<file path="config.mk">
export PLATFORM = sky130hd
export DESIGN_NAME = psum_acc_sched
export DESIGN_NICKNAME = d
export VERILOG_FILES = /design/src/rtl/psum_sched_pkg.sv /design/src/rtl/psum_idx_ctr.sv /design/src/rtl/psum_acc_sched.sv
export SDC_FILE = /design/constraint.sdc
export NUM_CORES = 1
export LEC_CHECK = 0
export CORE_ASPECT_RATIO = 1.75
export CORE_MARGIN = 2
export CORE_UTILIZATION = 30
export DETAILED_ROUTE_END_ITERATION = 8
export GPL_TIMING_DRIVEN = 0
export PLACE_DENSITY_LB_ADDON = 0.25
export SLEW_MARGIN = 25
export SYNTH_ARGS = -nofsm -noshare
export SYNTH_HDL_FRONTEND = slang
export SYNTH_SLANG_ARGS = --single-unit
</file>
<file path="constraint.sdc">
create_clock -name clk -period 2.45 [get_ports clk]
set_input_delay 0.49 -clock clk [delete_from_list [all_inputs] [get_ports clk]]
set_output_delay 0.49 -clock clk [all_outputs]
set_load 0.01 [all_outputs]
</file>
<file path="src/rtl/psum_sched_pkg.sv">
// Package for the partial-sum accumulator scheduler.
// Holds the default sizing and the scheduler state encoding shared by the top and its counter.
package psum_sched_pkg;

   localparam int NUM_BANKS_DEF = 16;
   localparam int SEL_W_DEF     = 4;
   localparam int PASS_W_DEF    = 8;

   typedef enum logic [2:0] {
      ST_IDLE  = 3'd0,
      ST_CLEAR = 3'd1,
      ST_ACCUM = 3'd2,
      ST_DRAIN = 3'd3,
      ST_DONE  = 3'd4
   } state_e;

   // A job is in flight in every state that walks the banks; DONE already reports idle.
   function automatic logic st_busy(input state_e st);
      logic res;
      case (st)
         ST_CLEAR: res = 1'b1;
         ST_ACCUM: res = 1'b1;
         ST_DRAIN: res = 1'b1;
         default:  res = 1'b0;
      endcase
      return res;
   endfunction

endpackage

</file>
<file path="src/rtl/psum_idx_ctr.sv">
// Nested bank/pass index counter for the accumulator scheduler.
// The bank index runs 0..bank_lim-1; on a bank wrap the pass index advances when pass_en is set.
// load restarts both indices at 0 and wins over inc. Limits are compared explicitly, never by natural wrap.
module psum_idx_ctr
#(
   parameter int SEL_W  = 4,
   parameter int PASS_W = 8
)(
   input  logic              clk,
   input  logic              rst_n,
   input  logic              load,
   input  logic              inc,
   input  logic              pass_en,
   input  logic [SEL_W:0]    bank_lim,
   input  logic [PASS_W-1:0] pass_lim,
   output logic [SEL_W-1:0]  bank_sel,
   output logic              last_bank,
   output logic              last_pass
);

   logic [SEL_W:0]    bank_r;
   logic [PASS_W-1:0] pass_r;

   assign last_bank = (bank_r == (bank_lim - (SEL_W+1)'(1)));
   assign last_pass = (pass_r == (pass_lim - PASS_W'(1)));
   assign bank_sel  = bank_r[SEL_W-1:0];

   // Bank/pass index registers: restart on load, step the bank and carry into the pass on wrap.
   always_ff @(posedge clk or negedge rst_n) begin
      if (!rst_n) begin
         bank_r <= '0;
         pass_r <= '0;
      end else if (load) begin
         bank_r <= '0;
         pass_r <= '0;
      end else if (inc) begin
         if (last_bank) begin
            bank_r <= '0;
            if (pass_en) begin
               pass_r <= pass_r + PASS_W'(1);
            end else begin
               pass_r <= pass_r;
            end
         end else begin
            bank_r <= bank_r + (SEL_W+1)'(1);
            pass_r <= pass_r;
         end
      end else begin
         bank_r <= bank_r;
         pass_r <= pass_r;
      end
   end

endmodule

</file>
<file path="src/rtl/psum_acc_sched.sv">
// Sequencer for the multi-bank partial-sum accumulator.
// A job clears cfg_banks banks, accumulates cfg_passes passes bank-by-bank (pass-major),
// then drains every bank, flagging each sum one cycle after its finish strobe.
// Optional build macro PSUM_SCHED_PERF_EN adds the stall_cnt output (ACCUM cycles without psum_valid).
module psum_acc_sched
   import psum_sched_pkg::*;
#(
   parameter int NUM_BANKS = NUM_BANKS_DEF,
   parameter int SEL_W     = SEL_W_DEF,
   parameter int PASS_W    = PASS_W_DEF
)(
   input  logic              clk,
   input  logic              rst_n,
   input  logic              start,
   input  logic [SEL_W:0]    cfg_banks,
   input  logic [PASS_W-1:0] cfg_passes,
   input  logic              psum_valid,
   output logic              psum_ready,
   output logic [SEL_W-1:0]  acc_sel,
   output logic              acc_clr,
   output logic              acc_zero_in,
   output logic              acc_finish,
   output logic              sum_valid,
   output logic [SEL_W-1:0]  sum_bank,
   output logic              busy,
   output logic              done
`ifdef PSUM_SCHED_PERF_EN
   ,
   output logic [31:0]       stall_cnt
`endif
);

   state_e            state_r;
   state_e            state_s;
   logic [SEL_W:0]    banks_cfg_r;
   logic [PASS_W-1:0] passes_cfg_r;
   logic              cfg_latch_s;
   logic              ctr_load_s;
   logic              ctr_inc_s;
   logic              ctr_pass_en_s;
   logic [SEL_W-1:0]  bank_sel_s;
   logic              last_bank_s;
   logic              last_pass_s;
   logic              acc_clr_r;
   logic              acc_finish_r;
   logic              sum_valid_r;
   logic [SEL_W-1:0]  sum_bank_r;
   logic              busy_r;
   logic              done_r;

   psum_idx_ctr #(
      .SEL_W  (SEL_W),
      .PASS_W (PASS_W)
   ) u_idx_ctr (
      .clk       (clk),
      .rst_n     (rst_n),
      .load      (ctr_load_s),
      .inc       (ctr_inc_s),
      .pass_en   (ctr_pass_en_s),
      .bank_lim  (banks_cfg_r),
      .pass_lim  (passes_cfg_r),
      .bank_sel  (bank_sel_s),
      .last_bank (last_bank_s),
      .last_pass (last_pass_s)
   );

   // The accumulator adds every cycle, so anything but a real transfer must feed it zeros.
   assign psum_ready  = (state_r == ST_ACCUM);
   assign acc_zero_in = !(psum_ready && psum_valid);
   assign acc_sel     = bank_sel_s;
   assign acc_clr     = acc_clr_r;
   assign acc_finish  = acc_finish_r;
   assign sum_valid   = sum_valid_r;
   assign sum_bank    = sum_bank_r;
   assign busy        = busy_r;
   assign done        = done_r;

   // State register.
   always_ff @(posedge clk or negedge rst_n) begin
      if (!rst_n) begin
         state_r <= ST_IDLE;
      end else begin
         state_r <= state_s;
      end
   end

   // Next-state and counter control; every walk restarts the bank index at 0 on its way out.
   always_comb begin
      state_s       = state_r;
      cfg_latch_s   = 1'b0;
      ctr_load_s    = 1'b0;
      ctr_inc_s     = 1'b0;
      ctr_pass_en_s = 1'b0;
      case (state_r)
         ST_IDLE: begin
            if (start) begin
               cfg_latch_s = 1'b1;
               ctr_load_s  = 1'b1;
               state_s     = ST_CLEAR;
            end else begin
               state_s     = ST_IDLE;
            end
         end
         ST_CLEAR: begin
            ctr_inc_s = 1'b1;
            if (last_bank_s) begin
               ctr_load_s = 1'b1;
               if (passes_cfg_r == PASS_W'(0)) begin
                  state_s = ST_DRAIN;
               end else begin
                  state_s = ST_ACCUM;
               end
            end else begin
               state_s = ST_CLEAR;
            end
         end
         ST_ACCUM: begin
            ctr_pass_en_s = 1'b1;
            ctr_inc_s     = psum_valid;
            if (psum_valid && last_bank_s && last_pass_s) begin
               ctr_load_s = 1'b1;
               state_s    = ST_DRAIN;
            end else begin
               state_s    = ST_ACCUM;
            end
         end
         ST_DRAIN: begin
            ctr_inc_s = 1'b1;
            if (last_bank_s) begin
               ctr_load_s = 1'b1;
               state_s    = ST_DONE;
            end else begin
               state_s    = ST_DRAIN;
            end
         end
         ST_DONE: begin
            state_s = ST_IDLE;
         end
         default: begin
            state_s = ST_IDLE;
         end
      endcase
   end

   // Job configuration captured on an accepted start; out-of-range bank counts mean all banks.
   always_ff @(posedge clk or negedge rst_n) begin
      if (!rst_n) begin
         banks_cfg_r  <= '0;
         passes_cfg_r <= '0;
      end else if (cfg_latch_s) begin
         if ((cfg_banks == (SEL_W+1)'(0)) || (cfg_banks > (SEL_W+1)'(NUM_BANKS))) begin
            banks_cfg_r <= (SEL_W+1)'(NUM_BANKS);
         end else begin
            banks_cfg_r <= cfg_banks;
         end
         passes_cfg_r <= cfg_passes;
      end else begin
         banks_cfg_r  <= banks_cfg_r;
         passes_cfg_r <= passes_cfg_r;
      end
   end

   // Output strobes follow the state being entered so they align with the bank index register.
   always_ff @(posedge clk or negedge rst_n) begin
      if (!rst_n) begin
         acc_clr_r    <= 1'b0;
         acc_finish_r <= 1'b0;
         busy_r       <= 1'b0;
         done_r       <= 1'b0;
         sum_valid_r  <= 1'b0;
         sum_bank_r   <= '0;
      end else begin
         acc_clr_r    <= (state_s == ST_CLEAR);
         acc_finish_r <= (state_s == ST_DRAIN);
         busy_r       <= st_busy(state_s);
         done_r       <= (state_s == ST_DONE);
         if (state_r == ST_DRAIN) begin
            sum_valid_r <= 1'b1;
            sum_bank_r  <= bank_sel_s;
         end else begin
            sum_valid_r <= 1'b0;
            sum_bank_r  <= sum_bank_r;
         end
      end
   end

`ifdef PSUM_SCHED_PERF_EN
   logic [31:0] stall_cnt_r;

   assign stall_cnt = stall_cnt_r;

   // Saturating count of ACCUM cycles starved of psum_valid; restarts on each accepted job.
   always_ff @(posedge clk or negedge rst_n) begin
      if (!rst_n) begin
         stall_cnt_r <= 32'd0;
      end else if (cfg_latch_s) begin
         stall_cnt_r <= 32'd0;
      end else if (psum_ready && !psum_valid && (stall_cnt_r != 32'hFFFF_FFFF)) begin
         stall_cnt_r <= stall_cnt_r + 32'd1;
      end else begin
         stall_cnt_r <= stall_cnt_r;
      end
   end
`endif

endmodule
</file>
-- Yosys cells after proc, flatten, opt, wreduce, memory -nomap -nowiden
Index checks and enable logic that the tools add are counted.
- word-level logic and storage cells: 62
- input port bits: 17
- bits in registers: 38
- output and inout bits: 15
- reduce and logical (&&, ||, !) cells: 14
- multiplexer cells: 23
- equality and inequality tests: 9
- add/subtract/negate cells: 4
- order comparisons: 1
- operators with widths (kind ; number):
    $mux 8 ; 4
    $mux 5 ; 4
    $eq 3x2->1 const B ; 4
    $pmux 3 s4 ; 1
    $mux 1 ; 10
    $add 8x1->8 const B ; 1
    $eq 8x8->1 ; 1
    $logic_not 8->1 ; 1
    $sub 8x1->8 const B ; 1
    $eq 3x1->1 const B ; 2
    $mux 3 ; 2
    $reduce_bool 2->1 ; 3
    $add 5x1->5 const B ; 1
    $eq 5x5->1 ; 1
    $gt 5x5->1 const B ; 1
    $logic_not 5->1 ; 1
    $sub 5x1->5 const B ; 1
    $eq 3x3->1 const B ; 1
    $logic_and 1x1->1 ; 3
    $logic_not 3->1 ; 1
    $pmux 1 s3 ; 1
    $reduce_and 3->1 ; 1
    $reduce_or 3->1 ; 1
    $pmux 1 s2 ; 1
    3 further kinds ; 3

-- Longest topological paths before layout
Gate-level depths: netlist of run 1.
- word-level depth: 9
- mapped depth: 10
- mapped depth without buffers: 8

-- Cells and area by module
From an unflattened synthesis of run 1, not the netlist that was laid out.
- cell total of the unflattened synthesis: 247
- area, all modules: 2287.2 um^2
- by module, submodules not included (module ; area each (um^2) ; times used ; sequential area each (um^2) ; cells each):
    psum_idx_ctr ; 1176.1 ; 1 ; 325.3 ; 142
    psum_acc_sched ; 1111.1 ; 1 ; 625.6 ; 105

-- Least setup slack after synthesis of run 1
OpenSTA, ideal clock, no wires.
- path type: reg-to-reg
- start point: reg passes_cfg_r[0]
- end point: reg u_idx_ctr.pass_r[0]
- required time: 2.331 ns
- path buffers: 2
- setup slack: 0.379 ns
- cell stages (with the launch flop): 11
- period minus slack after synthesis: 2.071 ns
- setup time: 0.119 ns
- data arrival time: 1.952 ns
- path through: dfrtp_1 -> inv_1 -> ha_1 -> clkbuf_1 -> nor2b_1 -> or3_1 -> a31oi_1 -> o211a_1 -> a21bo_1 -> buf_6 -> nor2_2
- word-level cells in the longest chain between the ends: 7
- elaborated cells between the ends (all ways): 10
- those cells by class: add/sub (1); eq/ne (1); mux (3); reduce/logical (5)
- RTL lines (item ; line ; text):
    start, declared ; psum_acc_sched.sv:36 ; logic [PASS_W-1:0] passes_cfg_r;
    start signal, assigned ; psum_acc_sched.sv:156 ; passes_cfg_r <= cfg_passes;
    start signal, assigned ; psum_acc_sched.sv:159 ; passes_cfg_r <= passes_cfg_r;
    $sub 8x1->8 * ; psum_idx_ctr.sv:25 ; assign last_pass = (pass_r == (pass_lim - PASS_W'(1)));
    $eq 8x8->1 * ; psum_idx_ctr.sv:25 ;
    $logic_and 1x1->1 * ; psum_acc_sched.sv:120 ; if (psum_valid && last_bank_s && last_pass_s) begin
    $mux 1 * ; psum_acc_sched.sv:120 ;
    $pmux 1 s3 * ; psum_acc_sched.sv:94 ; case (state_r)
    $reduce_bool 2->1 (no source line) ; n/a ;
    $reduce_and 3->1 (no source line) ; n/a ;
    end signal, assigned ; psum_idx_ctr.sv:42 ; pass_r <= pass_r;
    end signal, assigned ; psum_idx_ctr.sv:46 ; pass_r <= pass_r;
    end signal, assigned ; psum_idx_ctr.sv:50 ; pass_r <= pass_r;
    end, declared ; psum_idx_ctr.sv:22 ; logic [PASS_W-1:0] pass_r;
Every way passes the cells marked *; elsewhere a longest branch is shown, timed or not.
A chain may end at the register's enable or synchronous reset.

-- Worst setup path in the final report of run 1
- start point: reg banks_cfg_r[0]
- end point: reg u_idx_ctr.pass_r[6]
- word-level cells in the longest chain between the ends: 8
- elaborated cells between the ends (all ways): 12
- those cells by class: add/sub (1); eq/ne (1); mux (4); reduce/logical (6)
- RTL lines (item ; line ; text):
    start, declared ; psum_acc_sched.sv:35 ; logic [SEL_W:0] banks_cfg_r;
    start signal, assigned ; psum_acc_sched.sv:152 ; banks_cfg_r <= (SEL_W+1)'(NUM_BANKS);
    start signal, assigned ; psum_acc_sched.sv:154 ; banks_cfg_r <= cfg_banks;
    start signal, assigned ; psum_acc_sched.sv:158 ; banks_cfg_r <= banks_cfg_r;
    $sub 5x1->5 * ; psum_idx_ctr.sv:24 ; assign last_bank = (bank_r == (bank_lim - (SEL_W+1)'(1)));
    $eq 5x5->1 * ; psum_idx_ctr.sv:24 ;
    $logic_and 1x1->1 (2 in series) ; psum_acc_sched.sv:120 ;
    $mux 1 ; psum_acc_sched.sv:120 ;
    $pmux 1 s3 ; psum_acc_sched.sv:94 ;
    $reduce_bool 2->1 (no source line) ; n/a ;
    $reduce_and 3->1 (no source line) ; n/a ;
Marks and branches as above.

==> summary.md, run 1 <==
| Metric | Value |
|---|---|
| Largest cells by area after synthesis | `dfrtp_1, xor2_1, nand2_1` |
| Seq cells post-synth | `38` |
| Slew Viols, Final | `0` |
| Detailed Routing Iterations Pass 1 | `4` |
| Yosys top cell area share | `approximately 44%` |
| Core area | `approximately 7100 µm²` |
| Final Hold Viols | `0` |
| Via density per instance | `4.86` |
| Die width | `about 68 µm` |
| Remaining routing DRC violations | `0` |
| Startpoint types | `flop` |
| Max Clk Rate | `434 MHz` |
| Later-pin clock latency in the skew report | `280 ps` |
| Crit path launch | `banks_cfg_r[0]` |
| DP Cell Count | `roughly 340` |
| Net Sw Frac | `between 30% and 40%` |
| Crit path arrival time | `between 2000 and 3000 ps` |
| Crit Path Category | `flop to flop` |
| Hold Path Class | `primary input to asynchronous set/reset pin` |
| # diodes | `0` |
| Post-DRT Antenna Nets | `0` |
| Fillers | `717` |
| Commonest cells post-synth | `dfrtp_1, nand2_1, xor2_1` |
| Cell with the most instances after synthesis | `dfrtp_1` |
| MaxCap Viol Count | `0` |
| Distinct cell type count after synthesis | `47` |
| Root buffer cell | `clkbuf_16` |
| Remaining Overflow, GRT | `0` |
| Crit share post-route | `93.9%` |
| Post-Synthesis Cells | `226` |
| First-pass GRT wire length | `around 8.9 mm` |
| Vias in the first global route | `around 1900` |
| Share of total power in combinational logic | `45.4%` |
| Netlist Area Pre-Place | `2180 µm²` |
| Initial antenna violation count | `0` |
| Clk slew on worst S/H paths | `roughly 60 ps` |
| Maximum vdd ir drop | `between 0.6 and 0.7 mV` |
| Slew @ Worst Pin | `494 ps` |
| Internal power | `between 2 and 2.5 mW` |
| CTS buffer count | `5` |
| RR Startpoint | `banks_cfg_r[0]` |
| Syn_nets | `249` |
| Total Wirelength | `slightly above 5 mm` |
| Clk sink count | `38` |
| Yosys warns | `0` |
| Clock Skew | `3.76 ps` |
| Post-synth ARST share | `100%` |
| Primary FF master, synth | `dfrtp_1` |
| Nets@finish | `approximately 290` |
| RSZ-0062 raised after global routing | `true` |
| Syn_area_per_cell | `just under 10 µm²` |
| Clock Path Buffers | `2` |
| DIE AREA | `about 8000 µm²` |
| Initial cell density of the core | `30.5%` |
| Total GRT Usage | `roughly 15%` |
| Area grow syn2layout | `29.0%` |
| Static leakage | `approximately 1.3 nW` |
| Fin cells | `around 350` |
| Register share of total power | `about a third` |
| Reg2Reg Depth | `8` |
| Nature of the critical path endpoint | `flop` |
| Worst Path Required | `around 2700 ps` |
| Routability Congestion | `0.794` |
| Routed length per instance | `~15 µm` |
| Number of enable flip-flop cells after synthesis | `0` |
| Die H | `about 120 µm` |
| Rows | `41` |
| Final number of setup-violating endpoints | `0` |
| Largest net degree at the start of global routing | `21` |
| DP HPWL | `3.95 mm` |
| Tot Pwr | `approximately 3.4 mW` |
| Post-layout util | `39.4%` |
| Clock Power Share | `22.0%` |
| DRT iter0 DRCs | `a little over 40` |
| Htree depth | `2` |
| DR vias | `~1700` |
| Status | `finished clean` |
| CTS tree | `done` |
| Port Buffers | `31` |
| Max_slew headroom | `roughly two thirds` |
| Share of layout cells above drive strength 1 | `between 15 and 20%` |
| Top Ports | `32` |
| Min cycle time layout | `2300 ps` |
| Largest area contributor in the netlist | `dfrtp_1` |
| Seq/Total Area, Yosys | `about 44%` |
| Worst r2r dst | `u_idx_ctr.pass_r[6]` |
| Reg2Reg Setup Slack | `150 ps` |
| Pwr dens | `approximately 1200 nW/µm²` |
| CP max FO | `6` |
| Sw Pwr | `around 1.3 mW` |
repair_timing:
| action | CTS | global route |
|---|---|---|
| hold buffers | 0 | 0 |
| endpoints found under the hold margin | 0 | 0 |
| resized for setup | 0 | 3 |
| buffers inserted | 0 | 1 |
| setup endpoints to repair | 0 | 14 |
sequential cells by signal, indices dropped and copies added, names as in the netlist:
signal            count
sum_valid             1
busy                  1
banks_cfg_r           5
acc_finish            1
done                  1
state_r               3
u_idx_ctr.pass_r      8
passes_cfg_r          8
acc_clr               1
u_idx_ctr.bank_r      5
sum_bank              4
worst max-delay path by stage:
| stage | end | cells after the start |
|---|---|---|
| 6_report | u_idx_ctr.pass_r[6] | 8 |
| 3_5_place_dp | u_idx_ctr.pass_r[3] | 10 |
| 3_3_place_gp | passes_cfg_r[2] | 1 |
| 2_1_floorplan | u_idx_ctr.pass_r[0] | 10 |
| 5_1_grt | u_idx_ctr.pass_r[6] | 8 |
| 4_1_cts | u_idx_ctr.pass_r[3] | 10 |
metal layers:
metal  share of wire, %  GRT usage, %
met1                 36          15.2
met2                 60          28.7
met3                1.8          2.50
met4                2.0          6.13
met5                  0             0
metrics by stage:
step	TNS (ps)	instance area (µm²)	hold WS, ps	setup slack, ps
after floorplan	0	2180	194	379
after global placement	-5380	2590	495	-144
after detailed placement	0	2620	487	99.1
after CTS	0	2790	189	79.2
after global routing	-253	2810	210	-66.4
final	0	2810	167	148
cell families (layout without fill, tap and decap cells):
group           Yosys count  count (layout)  share of synthesized area (%)
compound gates           41              41                           13.6
mux                       4               4                           2.07
buf+inv                  21              60                           4.88
fa+ha+maj                 6               6                           3.45
xor+xnor                 23              23                           9.25
flops                    38              38                           43.7
simple gates             93              93                           23.0
final cells by class:
cell class | count | area [µm²] | area share [%]
plain buffers | 10 | 65.1 | 2.32
clock buffers | 6 | 139 | 4.94
clock inverters | 1 | 30.0 | 1.07
inverters | 10 | 37.5 | 1.34
multi-input cells | 167 | 1140 | 40.5
flip-flops and latches | 38 | 952 | 33.9
well taps | 86 | 108 | 3.83
repair buffers | 33 | 340 | 12.1
cell usage in the layout (no fill, tap or decap), drive strengths merged, types with 2 or more instances in the layout:
cell and count:
nand3 4, nand3b 3, buf 10, or2 2, or3 4, xor2 15
nor3 5, o21ai 14, a21oi 11, ha 6, nor2b 5, nor2 16
nand2b 4, mux2 4, clkdlybuf4s50 30, dfrtp 38, inv 10, clkbuf 9
o211a 3, a31oi 2, xnor2 8, and3 4, nand4 5, nand2 34
worst max-delay path, cell delays in order (launching register included):
cell      delay, ps
dfrtp_1         410
inv_1            80
ha_1            200
nor4bb_2        330
o211a_1         260
o211ai_2        200
o21ai_1         410
nand4b_1        180
a21oi_2         160
power by group through the flow:
stage	registers, mW	clock network [mW]	logic [mW]
2_1_floorplan	1.07	0	1.06
3_3_place_gp	1.11	0	1.50
3_5_place_dp	1.12	0	1.52
4_1_cts	1.11	0.762	1.53
5_1_grt	1.15	0.783	1.75
6_report	1.11	0.747	1.54
Power figures use the tool's default switching activity.
==> inputs of run 2 (changes only) <==
--- a/config.mk
+++ b/config.mk
@@ -5,7 +5,7 @@
 export SDC_FILE = /design/constraint.sdc
 export NUM_CORES = 1
 export LEC_CHECK = 0
-export CORE_ASPECT_RATIO = 1.75
+export CORE_ASPECT_RATIO = 1.1
 export CORE_MARGIN = 2
 export CORE_UTILIZATION = 30
 export DETAILED_ROUTE_END_ITERATION = 8
==> run 2 against run 1 <==
  * Non-clock buffer count shrank 1
  * First-iteration DRC count increased by 100%
  * Flip-flop and latch count is the same
  * Critical path depth stayed put
  * Die area decreased by 0.32%
  * Sequential share of layout area up 1.2 points
  * Register-to-register slack better by 50 ps
  * Final cell count down 0.57%
  * Wire length fell by 7.8%
  * Via count down 0.23%
  * Core utilization is 0.68 points lower
==> summary.md, run 2 (synthesis results as in run 1) <==
| Metric | Value |
|---|---|
| Status | `finished clean` |
| Max_slew headroom | `67.2% (+0.077 points)` |
| Detailed Routing Iterations Pass 1 | `6 (+2)` |
| Total Wirelength | `4.73 mm (-7.8%)` |
| CTS tree | `done` |
| Clk slew on worst S/H paths | `80 ps (+20 ps)` |
| Die width | `85.2 µm (+25%)` |
| Slew @ Worst Pin | `493 ps (-1.15 ps)` |
| # diodes | `0 (unchanged)` |
| Commonest cells after routing, fill and taps aside | `dfrtp_1, nand2_1, clkdlybuf4s50_1` |
| DRT iter0 DRCs | `84 (+100%)` |
| Largest net degree at the start of global routing | `22 (+4.8%)` |
| Total GRT Usage | `12.6% (-2.3 points)` |
| Routed length per instance | `13.6 µm (-7.3%)` |
| Post-DRT Antenna Nets | `0 (unchanged)` |
| Buf/Inv on CP | `1 (unchanged)` |
| MaxCap Viol Count | `0 (unchanged)` |
| Root buffer cell | `clkbuf_8` |
| Remaining Overflow, GRT | `0 (unchanged)` |
| Initial antenna violation count | `0 (unchanged)` |
| Multi-input gate area | `1130 µm² (-0.22%)` |
| Fillers | `708 (-1.3%)` |
| Crit path arrival time | `2420 ps (-100 ps)` |
| Crit share post-route | `92.1% (-1.8 points)` |
| CP Cell Sequence | `inv_1 > ha_1 > nor4bb_1 > o211a_1 > o211ai_2 > a41o_1 > a221oi_4 > nand2_1` |
| Top Ports | `32 (unchanged)` |
| Regs by FF count | `passes_cfg_r (8), u_idx_ctr.pass_r (8)` |
| CTS buffer count | `5 (unchanged)` |
| Tot Pwr | `3.03 mW (-11%)` |
| Die H | `93.3 µm (-20%)` |
| Clk sink count | `38 (unchanged)` |
| Nets@finish | `287 (-0.35%)` |
| Htree depth | `2 (unchanged)` |
| Static leakage | `1.23 nW (-3.8%)` |
| Routability Congestion | `0.779 (-1.9%)` |
| Clock Skew | `7.62 ps (+3.87 ps)` |
| Share of layout cells above drive strength 1 | `15.2% (-0.32 points)` |
| CP max-delay cell | `dfrtp_1` |
| First-pass GRT wire length | `8.02 mm (-10%)` |
| DIE AREA | `7960 µm² (-0.32%)` |
| Area grow syn2layout | `24.6%` |
| Slew Viols, Final | `0 (unchanged)` |
| Crit Path Category | `flop to flop` |
| Register cell area after layout | `952 µm² (unchanged)` |
| Nature of the critical path endpoint | `flop` |
| Port Buffers | `31 (unchanged)` |
| CP max FO | `6 (unchanged)` |
| Min cycle time layout | `2260 ps (-45.3 ps)` |
| Final number of setup-violating endpoints | `0 (unchanged)` |
| DR vias | `1701 (-0.23%)` |
| Remaining routing DRC violations | `0 (unchanged)` |
| Rows | `32 (-22%)` |
| RSZ-0062 raised after global routing | `false` |
| Via density per instance | `4.87 (+0.34%)` |
| Later-pin clock latency in the skew report | `290 ps (about the same)` |
| Worst Path Required | `2620 ps (-40 ps)` |
| Startpoint types | `flop` |
| Clock Path Buffers | `2 (unchanged)` |
| Core area | `7010 µm² (-1.7%)` |
| DP HPWL | `3.52 mm (-11%)` |
| Max Clk Rate | `443 MHz (+2.0%)` |
| Hold Path Class | `primary input to asynchronous set/reset pin` |
| Initial cell density of the core | `31.1% (+0.54 points)` |
| CP top delay family | `compound AO/OA/AOI/OAI gates` |
| Final Hold Viols | `0 (unchanged)` |
| Maximum vdd ir drop | `0.390 mV (-39%)` |
| Largest stage delay, worst path | `410 ps (about the same)` |
| Fin Hold WS | `145 ps (-21.8 ps)` |
| Most common cell after layout, fill and taps aside | `dfrtp_1` |
| Vias in the first global route | `1674 (-9.5%)` |
| Pwr dens | `1120 nW/µm² (-7.5%)` |
==> run 2: metal layers <==
metal / share of wire, % / GRT usage (%) / wire length, µm / vias to the layer above
li1: - / - / - / 847
met4: 0.61 / 3.97 / 29 / 0
met2: 51 / 21.8 / 2430 / 27
met5: 0 / 0 / 0 / -
met3: 2.7 / 2.56 / 130 / 2
met1: 45 / 15.8 / 2140 / 825
==> run 2: repair_timing <==
action | 4_1_cts | 5_1_grt
hold buffers | 0 | 0
endpoints found under the setup margin | 0 | 9
buffers inserted | 0 | 0
gates resized for setup | 0 | 3
==> run 2: report_power, final <==
part | leakage [nW] | internal, mW | switching (mW) | total (mW)
clock | 0.0362 | 0.194 | 0.227 | 0.421
sequential | 0.489 | 0.843 | 0.244 | 1.09
combinational | 0.705 | 0.745 | 0.778 | 1.52
==> run 2: metrics by stage <==
step                cells  area (µm²)  TNS (ps)  util [%]  setup WS (ps)
CTS                   350        2700         0      38.5            108
global placement      342        2590     -7110      37.0           -189
global route          349        2710         0      38.7           25.3
detailed placement    343        2620         0      37.3            148
finish                349        2710         0      38.7            194
floorplan             226        2180         0         -            379
==> run 2: area by class of cell <==
cell class	count	share of cell area, %
multi-input cells	167	41.8
flip-flops and latches	38	35.1
repair buffers	32	12.3
well taps	85	3.92
clock buffers	5	2.54
plain buffers	10	2.40
inverters	10	1.38
clock inverters	2	0.554
==> run 2: worst paths after layout <==
path                       slack [ps]  cells after the start      startpoint               to
setup / recovery                  190                      8  banks_cfg_r[0]             busy
hold / removal                    140                      1           rst_n       state_r[2]
setup reg to reg                  190                      8  banks_cfg_r[0]             busy
hold reg to reg                   510                      1     sum_bank[1]      sum_bank[1]
max in group asynchronous        1830                      2           rst_n  passes_cfg_r[0]
min in group clk                  510                      1     sum_bank[1]      sum_bank[1]
